==> config.mk <==
export PLATFORM = sky130hd
export DESIGN_NAME = demux_8_sched
export DESIGN_NICKNAME = d
export VERILOG_FILES = /design/src/rtl/demux_8_sched.sv
export SDC_FILE = /design/constraint.sdc
export NUM_CORES = 1
export LEC_CHECK = 0
export ABC_AREA = 1
export BUFFER_PORTS_ARGS = -buffer_cell sky130_fd_sc_hd__buf_2
export CAP_MARGIN = 20
export CORE_UTILIZATION = 23
export DETAILED_ROUTE_END_ITERATION = 12
export GPL_ROUTABILITY_DRIVEN = 1
export PLACE_DENSITY = 0.38
export REMOVE_ABC_BUFFERS = 1
export SLEW_MARGIN = 20
export SYNTH_ARGS = -nofsm -noshare
export SYNTH_HDL_FRONTEND = slang
export SYNTH_SLANG_ARGS = --single-unit
==> constraint.sdc <==
create_clock -name clk_i -period 2.4 [get_ports clk_i]
set_input_delay 0.36 -clock clk_i [delete_from_list [all_inputs] [get_ports clk_i]]
set_output_delay 0.36 -clock clk_i [all_outputs]
set_load 0.005 [all_outputs]
==> src/rtl/demux_8_sched.sv <==
// Round-robin burst scheduler for an 8-way demux: visits each enabled channel in turn
// and moves up to len words per visit through a one-word output register.
module demux_8_sched #(
    parameter int DATA_WIDTH = 8,
    parameter int BURST_W    = 4
) (
    input  logic                  clk_i,
    input  logic                  rst_n_i,
    input  logic [7:0]            enable_mask_i,
    input  logic [BURST_W-1:0]    burst_len_i,
    input  logic                  s_valid_i,
    input  logic [DATA_WIDTH-1:0] s_data_i,
    output logic                  s_ready_o,
    output logic [2:0]            select_o,
    output logic [DATA_WIDTH-1:0] m_data_o,
    output logic [7:0]            m_valid_o,
    input  logic [7:0]            m_ready_i,
    output logic                  busy_o
);

    typedef enum logic [1:0] {
        IDLE = 2'd0,
        SEEK = 2'd1,
        XFER = 2'd2
    } state_t;

    state_t             state;
    logic [2:0]         ptr;
    logic [BURST_W-1:0] cnt;
    logic [BURST_W-1:0] len;

    logic [2:0] seek_ch;
    logic       seek_hit;
    logic       sel_rdy;
    logic       out_empty;
    logic       hs;
    logic       accept;
    logic       done;

    // First enabled channel at or after ptr, wrapping 7 -> 0.
    always_comb begin
        seek_ch  = ptr;
        seek_hit = 1'b0;
        for (int i = 0; i < 8; i++) begin
            if (!seek_hit && enable_mask_i[ptr + 3'(i)]) begin
                seek_ch  = ptr + 3'(i);
                seek_hit = 1'b1;
            end
        end
    end

    assign sel_rdy   = m_ready_i[select_o];
    assign out_empty = (m_valid_o == 8'd0);
    assign hs        = m_valid_o[select_o] && sel_rdy;
    assign s_ready_o = (state == XFER) && (cnt < len) && (out_empty || sel_rdy);
    assign accept    = s_valid_i && s_ready_o;
    // Once the last word is accepted, the burst closes when the register drains.
    assign done      = (state == XFER) && (cnt == len) && (out_empty || hs);
    assign busy_o    = (state != IDLE);

    always_ff @(posedge clk_i or negedge rst_n_i) begin
        if (!rst_n_i) begin
            state     <= IDLE;
            ptr       <= 3'd0;
            cnt       <= '0;
            len       <= '0;
            select_o  <= 3'd0;
            m_data_o  <= '0;
            m_valid_o <= 8'd0;
        end else begin
            case (state)
                IDLE: begin
                    if (enable_mask_i != 8'd0) state <= SEEK;
                end
                SEEK: begin
                    if (seek_hit) begin
                        select_o <= seek_ch;
                        len      <= (burst_len_i == '0) ? BURST_W'(1) : burst_len_i;
                        cnt      <= '0;
                        state    <= XFER;
                    end else begin
                        state <= IDLE;
                    end
                end
                XFER: begin
                    // A same-cycle accept overwrites the word being handed off.
                    if (accept) begin
                        m_data_o  <= s_data_i;
                        m_valid_o <= 8'd1 << select_o;
                        cnt       <= cnt + BURST_W'(1);
                    end else if (hs) begin
                        m_valid_o <= 8'd0;
                    end
                    if (done) begin
                        ptr   <= select_o + 3'd1;
                        state <= SEEK;
                    end
                end
                default: state <= IDLE;
            endcase
        end
    end

endmodule

==> metrics.md, run 1 <==
| Metric | Value |
|---|---|
| Status | `completed` |
| First-pass GRT wire length | `between 10000 and 15000 um` |
| Critical path's most frequent cell | `nand2_1` |
| TritonCTS Sinks | `32` |
| Post-route cell area | `2930 um^2` |
| Layout cells sized above 1 | `approximately 22%` |
| Post-synthesis instance area | `2420 um^2` |
| Fin. max-slew vios | `0` |
| Gr ovfl total | `0` |
| Pwr/cell area | `357 nW/um^2` |
| Crit-path leading delay family | `simple AND/OR/NAND/NOR gates` |
| Fraction of registers with async set/reset | `100%` |
| Die area | `10900 um^2` |
| Finish-stage setup viols | `0` |
| Critical path data required time | `2580 ps` |
| Crit path DAT | `2310 ps` |
| Yosys reg bits | `32` |
| Reg2reg end | `select_o[0]` |
| Static leakage | `1.61 nW` |
| Ant. Diodes | `0` |
| Buffer count from post-CTS setup fixing | `0` |
| FF-to-FF setup slack | `270 ps` |
| CTS H-tree depth | `2` |
| Worst Tran Pin Value | `750 ps` |
| Drt first pass iters | `6` |
| Period utilisation layout | `between 80% and 90%` |
| Max FO, Critical Path | `7` |
| Post-Syn Instances | `353` |
| RePlAce Congestion | `~0.8` |
| Synth top area cells | `dfrtp_1 33%, nand2_1 20%, nand3_1 8.5%` |
| Sequential cell area fraction in the yosys report | `~33%` |
| Post-DP Area | `2850 um^2` |
| Clock tree buffer depth | `2` |
| CTS tree | `done` |
| Yosys synthesis warning count | `0` |
| Hold Vio Cnt, Final | `0` |
| DR WL/cell | `roughly 12 um` |
| Die Width | `~100 um` |
| Tmin final | `2130 ps` |
| Area delta synth->final | `21.0%` |
| Tightest hold margin | `135 ps` |
| Setup crit end kind | `flip-flop` |
| Worst-path clk slew | `70 ps` |
| Peak VDD IR | `0.195 mV` |
| Mean Syn Cell Area | `6.86 um^2` |
| WL final | `around 6800 um` |
| Worst-Skew Late Latency | `280 ps` |
| Skew final | `just under 9 ps` |
| Core area | `10300 um^2` |
| Worst setup SP type | `flip-flop` |
| Vias/cell | `roughly 4.4` |
| Worst R2R Start | `ptr[0]` |
| Final HPWL DP | `5320 um` |
| Final net count | `roughly 460` |
| Number of distinct library cells after synthesis | `37` |
| CP Buf/Inv Count | `2` |
| Setup_tns | `0 ps` |
| Vias in the first global route | `roughly 2400` |
| Detailed Route Iter0 Violations | `143` |
| # hold bufs at CTS | `0` |
| Top-area cell type share of the netlist area | `33.1%` |
| Non-Filler Instances | `548` |
| Post-cts gate resize count | `0` |
| Vias | `2421` |
| Synth Flop Type | `dfrtp_1` |
| Initial antenna violation count | `0` |
| Hold/Removal Path Class | `in -> async` |
| Fill count | `1170` |
| Initial Utilization | `23.5%` |
| Synth area leader | `dfrtp_1` |
| RSZ-0062 raised after global routing | `no` |
| Final setup margin | `271 ps` |
| Max transition margin | `50.0%` |
| Placed insts | `541` |
| Reg2Reg Depth | `16` |
| Largest net degree at the start of global routing | `33` |
| DP Worst Slack | `248 ps` |
| Kind of critical path | `reg -> reg` |
| Root Buffer | `clkbuf_8` |
| Site row count | `37` |
| Port bufs | `just over 50` |
| Number of synthesized flops with an enable pin | `0` |
| DR DRC count | `0` |
| CP max-delay cell | `ha_1` |
| Global Route Usage Sum | `between 10% and 20%` |
| TritonCTS buffer count | `5` |
| I/O pin cnt | `52` |
| Total of max-cap violations | `0` |
| Die Y | `105 um` |
| CP max stage delay | `approximately 400 ps` |
| Crit-path cells | `inv_2 > ha_1 > inv_2 > nand3_1 > nand2_1 > nand2_1 > nand2_1 > nand3_2 > nor2_4 > nand3_1 > nand2_1 > nand2_1 > nand2_1 > nand2_1 > nand2_1 > nand2_1` |
| FMAX | `470 MHz` |
| Antenna viol nets, final | `0` |
-- where the power goes --
part | internal, W | switching [W]
clock | 0.000197 | 0.000203
combinational | 0.0000396 | 0.0000678
sequential | 0.000539 | 0
-- worst max path at each step --
stage | start | end | slack, ps | cells past startpoint
final | ptr[0] | select_o[0] | 270 | 16
after global routing | ptr[0] | select_o[1] | 20 | 16
after CTS | select_o[0] | cnt[3] | 240 | 10
after detailed placement | select_o[0] | cnt[3] | 250 | 10
after global placement | ptr[0] | select_o[0] | 260 | 16
after floorplan | ptr[0] | select_o[0] | 230 | 16
-- cells in the mapped netlist (2+ instances only) --
master,number
a22o_1,2
nor2_4,3
o21ai_0,20
buf_6,2
nand3_2,3
buf_4,4
xnor2_1,2
nand2_2,4
nand3_1,41
o22ai_1,4
nand4_1,4
o211ai_1,2
o21ai_1,2
inv_2,9
ha_1,13
dfrtp_1,32
inv_1,29
nand2_1,128
a21oi_1,9
nor4_1,4
nor2_1,20
-- worst reg2reg max path, stage by stage (launching register included) --
cell and delay, ps:
dfrtp_1 360, inv_2 40, ha_1 400, inv_2 150, nand3_1 130, nand2_1 120
nand2_1 60, nand2_1 80, nand3_2 100, nor2_4 140, nand3_1 110, nand2_1 90
nand2_1 50, nand2_1 50, nand2_1 40, nand2_1 50, nand2_1 40
-- layout make-up --
class,count,area (um^2),share of cell area [%]
clock buffers,6,72.6,2.48
clock inverters,1,5.00,0.171
inverters,39,149,5.08
multi-input cells,274,1410,48.1
flip-flops and latches,32,801,27.3
well taps,136,170,5.81
repair buffers,60,323,11.0
-- logic make-up (layout without fill, tap and decap cells) --
family                   count (synthesis)  in the layout  synth area share (%)
AO/OA/AOI/OAI                           45             45                  10.9
XOR/XNOR                                 4              4                  1.76
adder cells (fa/ha/maj)                 13             13                  6.72
buffers and inverters                   47            106                  8.69
flip-flops                              32             32                  33.1
AND/OR/NAND/NOR                        212            212                  38.9
-- cell usage in the layout (no fill, tap or decap), types with 4 or more instances in the layout --
cell type,n
buf_2,51
dfrtp_1,32
nor2_1,20
nand2_1,128
inv_1,29
nand3_1,41
o21ai_0,20
nand2_2,4
o22ai_1,4
clkbuf_8,5
ha_1,13
nand4_1,4
nor4_1,4
a21oi_1,9
inv_2,9
buf_4,9
-- sequential cells by signal, summed over array words and instances (netlist names) --
| register | flops |
|---|---|
| cnt | 4 |
| state | 2 |
| select_o | 3 |
| ptr | 3 |
| m_valid_o | 8 |
| m_data_o | 8 |
| len | 4 |
-- layer usage --
layer	global-route usage (%)	vias up	wire length (um)
li1	-	1268	-
met1	17.4	1118	3350
met2	22.6	31	3220
met3	2.62	4	179
met4	2.62	0	41
met5	0	-	0
-- stage by stage --
| stage | utilization (%) | power, W |
|---|---|---|
| detailed placement | 27.7 | 0.000659 |
| floorplan | - | 0.000606 |
| global placement | 27.7 | 0.000659 |
| finish | 28.5 | 0.00105 |
| global route | 28.5 | 0.00110 |
| CTS | 28.5 | 0.00106 |
Power figures use the tool's default switching activity.
==> inputs of run 2 (changes only) <==
--- a/config.mk
+++ b/config.mk
@@ -11,6 +11,7 @@
 export CORE_UTILIZATION = 23
 export DETAILED_ROUTE_END_ITERATION = 12
 export GPL_ROUTABILITY_DRIVEN = 1
+export MAX_ROUTING_LAYER = met4
 export PLACE_DENSITY = 0.38
 export REMOVE_ABC_BUFFERS = 1
 export SLEW_MARGIN = 20
==> run 2 against run 1 <==
Design area unchanged. Worst hold slack about the same. Wire length is essentially flat. Combinational power is essentially flat. Via count is 0.33% higher. Utilization is the same. Maximum frequency fell by 0.41%. First-iteration DRC count decreased by 0.70%. Clock skew down 1.4 ps. Critical endpoint is now cnt[3].
==> metrics.md, run 2 (synthesized netlist as in run 1, its figures left out) <==
| Metric | Value |
|---|---|
| Status | `completed` |
| Worst setup SP type | `flip-flop` |
| Total of max-cap violations | `0 (unchanged)` |
| # hold bufs at CTS | `0 (unchanged)` |
| Antenna viol nets, final | `0 (unchanged)` |
| RePlAce Congestion | `0.814 (+1.4%)` |
| Critical path data required time | `2570 ps (about the same)` |
| Gr ovfl total | `0 (unchanged)` |
| Most frequent cells in the layout | `128 x nand2_1, 51 x buf_2, 41 x nand3_1` |
| Top flop regs | `m_data_o: 8 flops, m_valid_o: 8 flops` |
| Root Buffer | `clkbuf_8` |
| CTS H-tree depth | `2 (unchanged)` |
| Critical path's most frequent cell | `nand2_1` |
| Worst-Skew Late Latency | `290 ps (about the same)` |
| Drt first pass iters | `4 (-2)` |
| Crit path DAT | `2310 ps (about the same)` |
| RSZ-0062 raised after global routing | `no` |
| Detailed Route Iter0 Violations | `142 (-0.70%)` |
| Vias/cell | `4.43 (+0.33%)` |
| WL final | `6780 um (about the same)` |
| Vias in the first global route | `2415 (-0.041%)` |
| Reg2Reg Depth | `10 (-6)` |
| Setup crit end kind | `flip-flop` |
| I/O pin cnt | `52 (unchanged)` |
| Max FO, Critical Path | `9 (+2)` |
| Initial Utilization | `23.5% (unchanged)` |
| Buffer count from post-CTS setup fixing | `0 (unchanged)` |
| Die Y | `105 um (unchanged)` |
| Worst Tran Pin Value | `751 ps (+0.903 ps)` |
| DR DRC count | `0 (unchanged)` |
| Worst-path clk slew | `70 ps (about the same)` |
| Port bufs | `51 (unchanged)` |
| First-pass GRT wire length | `11700 um (unchanged)` |
| Commonest non-fill, non-tap cell in the layout | `nand2_1` |
| TritonCTS Sinks | `32 (unchanged)` |
| Core area | `10300 um^2 (unchanged)` |
| Vias | `2429 (+0.33%)` |
| Pwr/cell area | `358 nW/um^2 (+0.16%)` |
| Post-layout utilization of the core | `28.5% (unchanged)` |
| Site row count | `37 (unchanged)` |
| Clock tree buffer depth | `2 (unchanged)` |
| Finish-stage setup viols | `0 (unchanged)` |
| Ant. Diodes | `0 (unchanged)` |
| Final net count | `456 (unchanged)` |
| Hold/Removal Path Class | `in -> async` |
| Crit-path cells | `inv_2 > o21ai_0 > o22ai_1 > o21ai_1 > nand2_1 > nand3_1 > nand2_1 > nand2_1 > xor2_1 > nor2_1` |
| CP max-delay cell | `dfrtp_1` |
| Setup_tns | `0 ps (unchanged)` |
| Non-Filler Instances | `548 (unchanged)` |
| DR WL/cell | `12.4 um (about the same)` |
| FMAX | `468 MHz (-0.41%)` |
| Die area | `10900 um^2 (unchanged)` |
| Die Width | `105 um (unchanged)` |
| Placed insts | `541 (unchanged)` |
| Skew final | `7.30 ps (-1.36 ps)` |
| Peak VDD IR | `0.195 mV (about the same)` |
| Post-cts gate resize count | `0 (unchanged)` |
| Global Route Usage Sum | `13.6% (+0.38 points)` |
| Fill count | `1170 (unchanged)` |
| Kind of critical path | `reg -> reg` |
| Tmin final | `2140 ps (+8.71 ps)` |
| Tightest hold margin | `134 ps (-0.368 ps)` |
| Period utilisation layout | `89.1% (+0.36 points)` |
| Area delta synth->final | `21.0% (unchanged)` |
| Hold Vio Cnt, Final | `0 (unchanged)` |
| Final HPWL DP | `5320 um (unchanged)` |
| CTS tree | `done` |
| Static leakage | `1.61 nW (unchanged)` |
| Initial antenna violation count | `0 (unchanged)` |
| TritonCTS buffer count | `5 (unchanged)` |
| Layout cells sized above 1 | `22.3% (unchanged)` |
| Largest net degree at the start of global routing | `33 (unchanged)` |
| Fin. max-slew vios | `0 (unchanged)` |
| CP max stage delay | `500 ps (+100 ps)` |
| Max transition margin | `50.0% (-0.060 points)` |
==> run 2: area by class of cell <==
class / instances / area (um^2) / area share [%]
multi-input combinational: 274 / 1410 / 48.1
sequential: 32 / 801 / 27.3
timing repair buffer: 60 / 323 / 11.0
tap: 136 / 170 / 5.81
inverter: 39 / 149 / 5.08
clock buffer: 6 / 72.6 / 2.48
clock inverter: 1 / 5.00 / 0.171
==> run 2: report_power, final <==
part / internal (W) / switching (W) / total, W
clock network: 0.000197 / 0.000205 / 0.000402
registers: 0.000539 / 0 / 0.000539
logic: 0.0000396 / 0.0000677 / 0.000107
==> run 2: worst paths after layout <==
check	end	slack, ps	startpoint
worst max-delay path	cnt[3]	260	select_o[0]
worst min-delay path	m_valid_o[6]	130	rst_n_i
worst max register to register	cnt[3]	260	select_o[0]
worst min register to register	m_data_o[0]	480	m_data_o[0]
max in group asynchronous	m_data_o[4]	1780	rst_n_i
min in group clk_i	m_data_o[5]	270	s_data_i[5]
==> run 2: through the flow <==
stage / cell area, um^2 / setup WS (ps) / power (W)
after floorplan: 2360 / 234 / 0.000606
after global placement: 2850 / 259 / 0.000659
after detailed placement: 2850 / 248 / 0.000659
after CTS: 2930 / 244 / 0.00106
after global routing: 2930 / 16.5 / 0.00110
final: 2930 / 262 / 0.00105
==> run 2: worst max-delay path, delay by kind of cell (launching register included) <==
family                 cells  cell delay, ps
AO/OA/AOI/OAI              3             480
XOR/XNOR                   1             140
flip-flops                 1             500
buffers and inverters      1             160
AND/OR/NAND/NOR            5             730
==> run 2: metal layers <==
metal  up-vias  track usage [%]  share of wire, %  wire length, um
met5         -                -                 0                0
met4         0             2.62              0.59               40
met3         4             2.62               2.3              157
met2        31             22.5                48             3230
met1      1123             17.5                49             3350
li1       1271                -                 -                -
